### config.mk
export PLATFORM = sky130hd
export DESIGN_NAME = entrada_cedulas
export DESIGN_NICKNAME = d
export VERILOG_FILES = /design/src/rtl/entrada_cedulas.sv
export SDC_FILE = /design/constraint.sdc
export NUM_CORES = 1
export LEC_CHECK = 0
export BUFFER_PORTS_ARGS = -buffer_cell sky130_fd_sc_hd__buf_2
export CAP_MARGIN = 30
export CORE_ASPECT_RATIO = 0.9
export CORE_UTILIZATION = 44
export CTS_BUF_LIST = sky130_fd_sc_hd__clkbuf_8
export CTS_CLUSTER_SIZE = 30
export DETAILED_ROUTE_END_ITERATION = 7
export PLACE_DENSITY = 0.71
export SLEW_MARGIN = 5
export SYNTH_ARGS = -nofsm -noshare
export SYNTH_HDL_FRONTEND = slang
export SYNTH_SLANG_ARGS = --single-unit
### constraint.sdc
create_clock -name clk -period 7.3 [get_ports clk]
set_input_delay 0.73 -clock clk [delete_from_list [all_inputs] [get_ports clk]]
set_output_delay 0.73 -clock clk [all_outputs]
set_load 0.02 [all_outputs]
### src/rtl/entrada_cedulas.sv
// Banknote entry stage: debounced insert/cancel buttons, credit accumulation and
// display-control generation (latched note code, V_sense, sinal_cancel, digit scan).
module entrada_cedulas #(
  parameter int DIV_SCAN        = 1000,
  parameter int DEBOUNCE_CICLOS = 500000,
  parameter int EXIBE_CICLOS    = 50000000,
  parameter int CANCEL_CICLOS   = 5000000,
  parameter int LIMITE          = 200
) (
  input  logic       clk,
  input  logic       reset,
  input  logic [2:0] chaves_cedulas,
  input  logic       botao_inserir,
  input  logic       botao_cancelar,
  output logic [2:0] cedula_reg,
  output logic       V_sense,
  output logic       sinal_cancel,
  output logic [2:0] select,
  output logic [7:0] credito,
  output logic       rejeitado
);

  localparam int PW   = $clog2(DIV_SCAN) + 1;
  localparam int DW   = $clog2(DEBOUNCE_CICLOS) + 1;
  localparam int TMAX = (EXIBE_CICLOS > CANCEL_CICLOS) ? EXIBE_CICLOS : CANCEL_CICLOS;
  localparam int TW   = $clog2(TMAX) + 1;

  localparam logic [PW-1:0] PRESC_FIM  = PW'(DIV_SCAN - 1);
  localparam logic [DW-1:0] DEB_FIM    = DW'(DEBOUNCE_CICLOS - 1);
  localparam logic [DW-1:0] DEB_SAT    = DW'(DEBOUNCE_CICLOS);
  localparam logic [TW-1:0] EXIBE_FIM  = TW'(EXIBE_CICLOS - 1);
  localparam logic [TW-1:0] CANCEL_FIM = TW'(CANCEL_CICLOS - 1);
  localparam logic [8:0]    LIM9       = 9'(LIMITE);

  typedef enum logic [1:0] {OCIOSO, EXIBE, CANCELA} estado_t;

  estado_t             estado_q, estado_d;
  logic [PW-1:0]       presc_q, presc_d;
  logic [2:0]          select_q, select_d;
  logic [1:0]          sync1_q, sync1_d, sync2_q, sync2_d;
  logic [1:0][DW-1:0]  deb_cnt_q, deb_cnt_d;
  logic [1:0]          pulso;
  logic [TW-1:0]       timer_q, timer_d;
  logic [2:0]          cedula_q, cedula_d;
  logic [7:0]          credito_q, credito_d;
  logic                v_sense_q, v_sense_d;
  logic                cancel_q, cancel_d;
  logic                rej_q, rej_d;
  logic [7:0]          valor;
  logic [8:0]          soma;

  function automatic logic [7:0] valor_cedula(input logic [2:0] c);
    case (c)
      3'b001:  return 8'd1;
      3'b010:  return 8'd2;
      3'b011:  return 8'd5;
      3'b100:  return 8'd10;
      3'b101:  return 8'd20;
      3'b110:  return 8'd50;
      3'b111:  return 8'd100;
      default: return 8'd0;
    endcase
  endfunction

  always_comb begin
    presc_d  = presc_q + PW'(1);
    select_d = select_q;
    if (presc_q == PRESC_FIM) begin
      presc_d  = '0;
      select_d = (select_q == 3'd6) ? 3'd0 : select_q + 3'd1;
    end
  end

  // Index 0 is insert, index 1 is cancel; the count saturates so a held button pulses once.
  always_comb begin
    sync1_d   = {botao_cancelar, botao_inserir};
    sync2_d   = sync1_q;
    deb_cnt_d = deb_cnt_q;
    pulso     = 2'b00;
    for (int i = 0; i < 2; i++) begin
      if (sync2_q[i]) begin
        deb_cnt_d[i] = '0;
      end else if (deb_cnt_q[i] != DEB_SAT) begin
        deb_cnt_d[i] = deb_cnt_q[i] + DW'(1);
        pulso[i]     = (deb_cnt_q[i] == DEB_FIM);
      end
    end
  end

  assign valor = valor_cedula(chaves_cedulas);
  assign soma  = {1'b0, credito_q} + {1'b0, valor};

  always_comb begin
    estado_d  = estado_q;
    timer_d   = '0;
    cedula_d  = cedula_q;
    credito_d = credito_q;
    v_sense_d = v_sense_q;
    cancel_d  = cancel_q;
    rej_d     = 1'b0;
    case (estado_q)
      OCIOSO: begin
        if (pulso[1]) begin
          estado_d  = CANCELA;
          credito_d = '0;
          cedula_d  = '0;
          cancel_d  = 1'b1;
          v_sense_d = 1'b1;
        end else if (pulso[0] && (chaves_cedulas != 3'b000)) begin
          if (soma <= LIM9) begin
            estado_d  = EXIBE;
            cedula_d  = chaves_cedulas;
            credito_d = soma[7:0];
            v_sense_d = 1'b0;
          end else begin
            rej_d = 1'b1;
          end
        end
      end
      EXIBE: begin
        timer_d = timer_q + TW'(1);
        if (pulso[1]) begin
          estado_d  = CANCELA;
          timer_d   = '0;
          credito_d = '0;
          cedula_d  = '0;
          cancel_d  = 1'b1;
          v_sense_d = 1'b1;
        end else if (timer_q == EXIBE_FIM) begin
          estado_d  = OCIOSO;
          v_sense_d = 1'b1;
        end
      end
      CANCELA: begin
        timer_d = timer_q + TW'(1);
        if (timer_q == CANCEL_FIM) begin
          estado_d = OCIOSO;
          cancel_d = 1'b0;
        end
      end
      default: estado_d = OCIOSO;
    endcase
  end

  always_ff @(posedge clk or posedge reset) begin
    if (reset) begin
      estado_q  <= OCIOSO;
      presc_q   <= '0;
      select_q  <= '0;
      sync1_q   <= 2'b11;
      sync2_q   <= 2'b11;
      deb_cnt_q <= '0;
      timer_q   <= '0;
      cedula_q  <= '0;
      credito_q <= '0;
      v_sense_q <= 1'b1;
      cancel_q  <= 1'b0;
      rej_q     <= 1'b0;
    end else begin
      estado_q  <= estado_d;
      presc_q   <= presc_d;
      select_q  <= select_d;
      sync1_q   <= sync1_d;
      sync2_q   <= sync2_d;
      deb_cnt_q <= deb_cnt_d;
      timer_q   <= timer_d;
      cedula_q  <= cedula_d;
      credito_q <= credito_d;
      v_sense_q <= v_sense_d;
      cancel_q  <= cancel_d;
      rej_q     <= rej_d;
    end
  end

  assign cedula_reg   = cedula_q;
  assign V_sense      = v_sense_q;
  assign sinal_cancel = cancel_q;
  assign select       = select_q;
  assign credito      = credito_q;
  assign rejeitado    = rej_q;

endmodule

==> summary.txt <==
Run status
  – Run status: completed

Drt
  – Routed WL per cell: 13.8 um
  – Routed Antenna Nets: 0
  – Final wirelength: between 10000 and 15000 um
  – Initial detailed-routing violation count: roughly 240
  – DR vias: 3925
  – Via density: about 5.4
  – First-pass DRT Iterations: 4
  – DRC errors left: 0

STA
  – Crit share post-route: between 40 and 50%
  – Skew final: ~0.018 ns
  – Fmax: 313 MHz
  – Final Hold Fails: 0
  – Setup TNS: 0 ns
  – Post-layout min period: ~3.2 ns
  – Final Setup Violations: 0
  – Slew margin rel.: 40.5%
  – Pins Over Slew Limit: 0
  – Worst-margin pin slew: between 0.8 and 0.9 ns
  – RSZ-0062 raised after global routing: no

Pwr
  – Sequential share of power: 61.1%
  – Clock Power Share: a little over a third
  – Leak: between 2 and 3 nW
  – Pwr dens: between 150 and 200 nW/um^2
  – Worst VDD drop: slightly above 0.00008 V
  – Pint: 701 uW
  – Switching share of power: around 25%
  – Sw power: 234 uW
  – Combinational Power Share: under 10%

GRT
  – Gr ovfl total: 0
  – Largest net degree at the start of global routing: 72
  – Global Route Usage Sum: 17.1%
  – First-pass GRT wire length: between 15000 and 20000 um
  – Vias in the first global route: 3879
  – Initial antenna violation count: 0

Worst setup path
  – Critical path launch point type: input port
  – Worst path max stage delay: around 0.53 ns
  – WS Path Type: in2reg
  – Max Fanout on Critical Path: 11
  – Worst path top cell family by delay: simple AND/OR/NAND/NOR gates
  – Crit-path slowest cell: nor4b_4
  – Crit end category: flip-flop
  – Worst EP required: 7.60 ns
  – Arrival time worst endpoint: between 3 and 4 ns
  – WP buf/inv: 1
  – Cell Chain, Critical Path: buf_2, nor2b_1, ha_1, fa_1, xor2_1, or3_1, a211oi_1, or3_4, nor4b_4, a22o_1

Clocking
  – H-tree levels: 3
  – Worst-Skew Late Latency: 0.38 ns
  – CTS tree: built
  – Post-CTS Setup Inserts: 0
  – Root Driver: clkbuf_8
  – Cts bufs inserted: 9
  – Clock-pin slew of the registers on the worst-case setup and hold paths: about 0.11 ns
  – Gates resized, CTS repair: 0
  – Hold_buf cts: 0
  – Clock Path Buffers: 2
  – CTS Sinks: approximately 100

Floorplan
  – Core area: ~12000 um^2
  – Initial Util: 45.6%
  – Io pins: 24
  – # rows: 37
  – Die span in x: ~120 um
  – Die height: ~110 um
  – Die area: between 10000 and 15000 um^2

Placed design
  – Routability Congestion: between 0.8 and 0.9
  – I/O Buffers: 23
  – Dpl cell area: ~5500 um^2
  – Post-Place Cells: just over 700
  – Final HPWL DP: 7050 um

Yosys
  – Post-synth top cells: 96 x dfrtp_1, 93 x nor2_1, 48 x xor2_1, 43 x nand2_1, 35 x nand3_1
  – Top FF cell, synth: dfrtp_1
  – Ys Warns: 0
  – Post-synthesis sequential area ratio: 48.0%
  – Most frequent cell after synthesis: dfrtp_1
  – Mean Syn Cell Area: 9.67 um^2
  – Largest cells by area after synthesis: dfrtp_1 46%, xor2_1 8.0%, nor2_1 6.6%
  – Seq cells post-synth: 101
  – Post-Synthesis Cells: between 500 and 600
  – Syn Std Cell Area: roughly 5300 um^2
  – Number of synthesized flops with an enable pin: 0
  – FFs w/ async S/R, synth: 100%
  – Syn nets: 570
  – Distinct cell type count after synthesis: 54
  – Synth area leader: dfrtp_1
  – Synth top area share: around 46%

Final layout
  – Biggest register: deb_cnt_q
  – Post-route design area: between 5000 and 6000 um^2
  – Share of cells above drive strength 1: under 10%
  – Non-Filler Instances: 729
  – Largest registers: deb_cnt_q x40, timer_q x27, presc_q x11
  – Layout Area Growth over Synthesis: 8.58%
  – Max reg flops: 40
  – Fin nets: ~600
  – Antenna Cells: 0
  – Finished Core Util: between 40% and 50%

Hold path
  – Type of the tightest min-delay check: in2async

Flow run
  – Maxcap violations: 0
layout make-up:
| class | count | area, um^2 |
|---|---|---|
| clock buffers | 9 | 124 |
| clock inverters | 7 | 50.0 |
| fillers | 1079 | 5840 |
| inverters | 14 | 55.1 |
| multi-input cells | 417 | 2620 |
| flip-flops and latches | 101 | 2530 |
| well taps | 156 | 195 |
| repair buffers | 25 | 150 |
per-layer routing:
metal / up-vias / global-route usage, % / share of wire, %
li1: 1929 / - / -
met1: 1939 / 22.3 / 49
met2: 46 / 28.9 / 47
met3: 11 / 2.90 / 2.4
met4: 0 / 6.32 / 1.3
met5: - / 0 / 0
power groups by stage:
stage | logic, mW | clock network [mW] | registers (mW)
2_1_floorplan | 0.0271 | 0 | 0.578
3_3_place_gp | 0.0328 | 0 | 0.582
3_5_place_dp | 0.0342 | 0 | 0.582
4_1_cts | 0.0343 | 0.338 | 0.571
5_1_grt | 0.0405 | 0.357 | 0.572
6_report | 0.0351 | 0.328 | 0.571
metrics by stage:
step	worst slack [ns]	hold slack (ns)	power [mW]
after floorplan	3.93	0.345	0.605
after detailed placement	3.73	0.347	0.616
after global placement	3.80	0.346	0.614
final	4.11	0.331	0.935
after CTS	4.12	0.335	0.943
after global routing	3.92	0.352	0.970
cells in the final DEF (no fill, tap or decap), types with 12 or more instances in the layout:
cell type	count
nand2_1	43
o21ai_0	14
buf_2	23
xnor2_1	19
a21oi_1	16
dfrtp_1	96
nand4_1	12
xor2_1	48
and3_1	20
inv_1	14
nor2_1	93
nand3_1	35
ha_1	16
a22o_1	12
path summary, 6_finish.rpt:
path | start | to | slack, ns | depth (start not counted)
setup / recovery | chaves_cedulas[0] | credito[7]$_DFFE_PP0P_ | 4.11 | 10
hold / removal | reset | deb_cnt_q[30]$_DFFE_PP0P_ | 0.33 | 2
setup reg to reg | credito[0]$_DFFE_PP0P_ | credito[7]$_DFFE_PP0P_ | 4.30 | 8
hold reg to reg | sync1_q[0]$_DFF_PP1_ | sync2_q[0]$_DFF_PP1_ | 0.36 | 0
max in group asynchronous | reset | V_sense$_DFFE_PP1P_ | 5.97 | 4
min in group clk | sync1_q[0]$_DFF_PP1_ | sync2_q[0]$_DFF_PP1_ | 0.36 | 0
kinds of logic after synthesis:
group,after synthesis,share of synthesized area (%)
AND/OR/NAND/NOR,268,25.9
flip-flops,101,48.0
XOR/XNOR,67,11.1
AO/OA/AOI/OAI,60,7.51
buffers and inverters,28,2.30
adder cells (fa/ha/maj),17,4.17
multiplexers,5,0.972
Power figures use the tool's default switching activity.
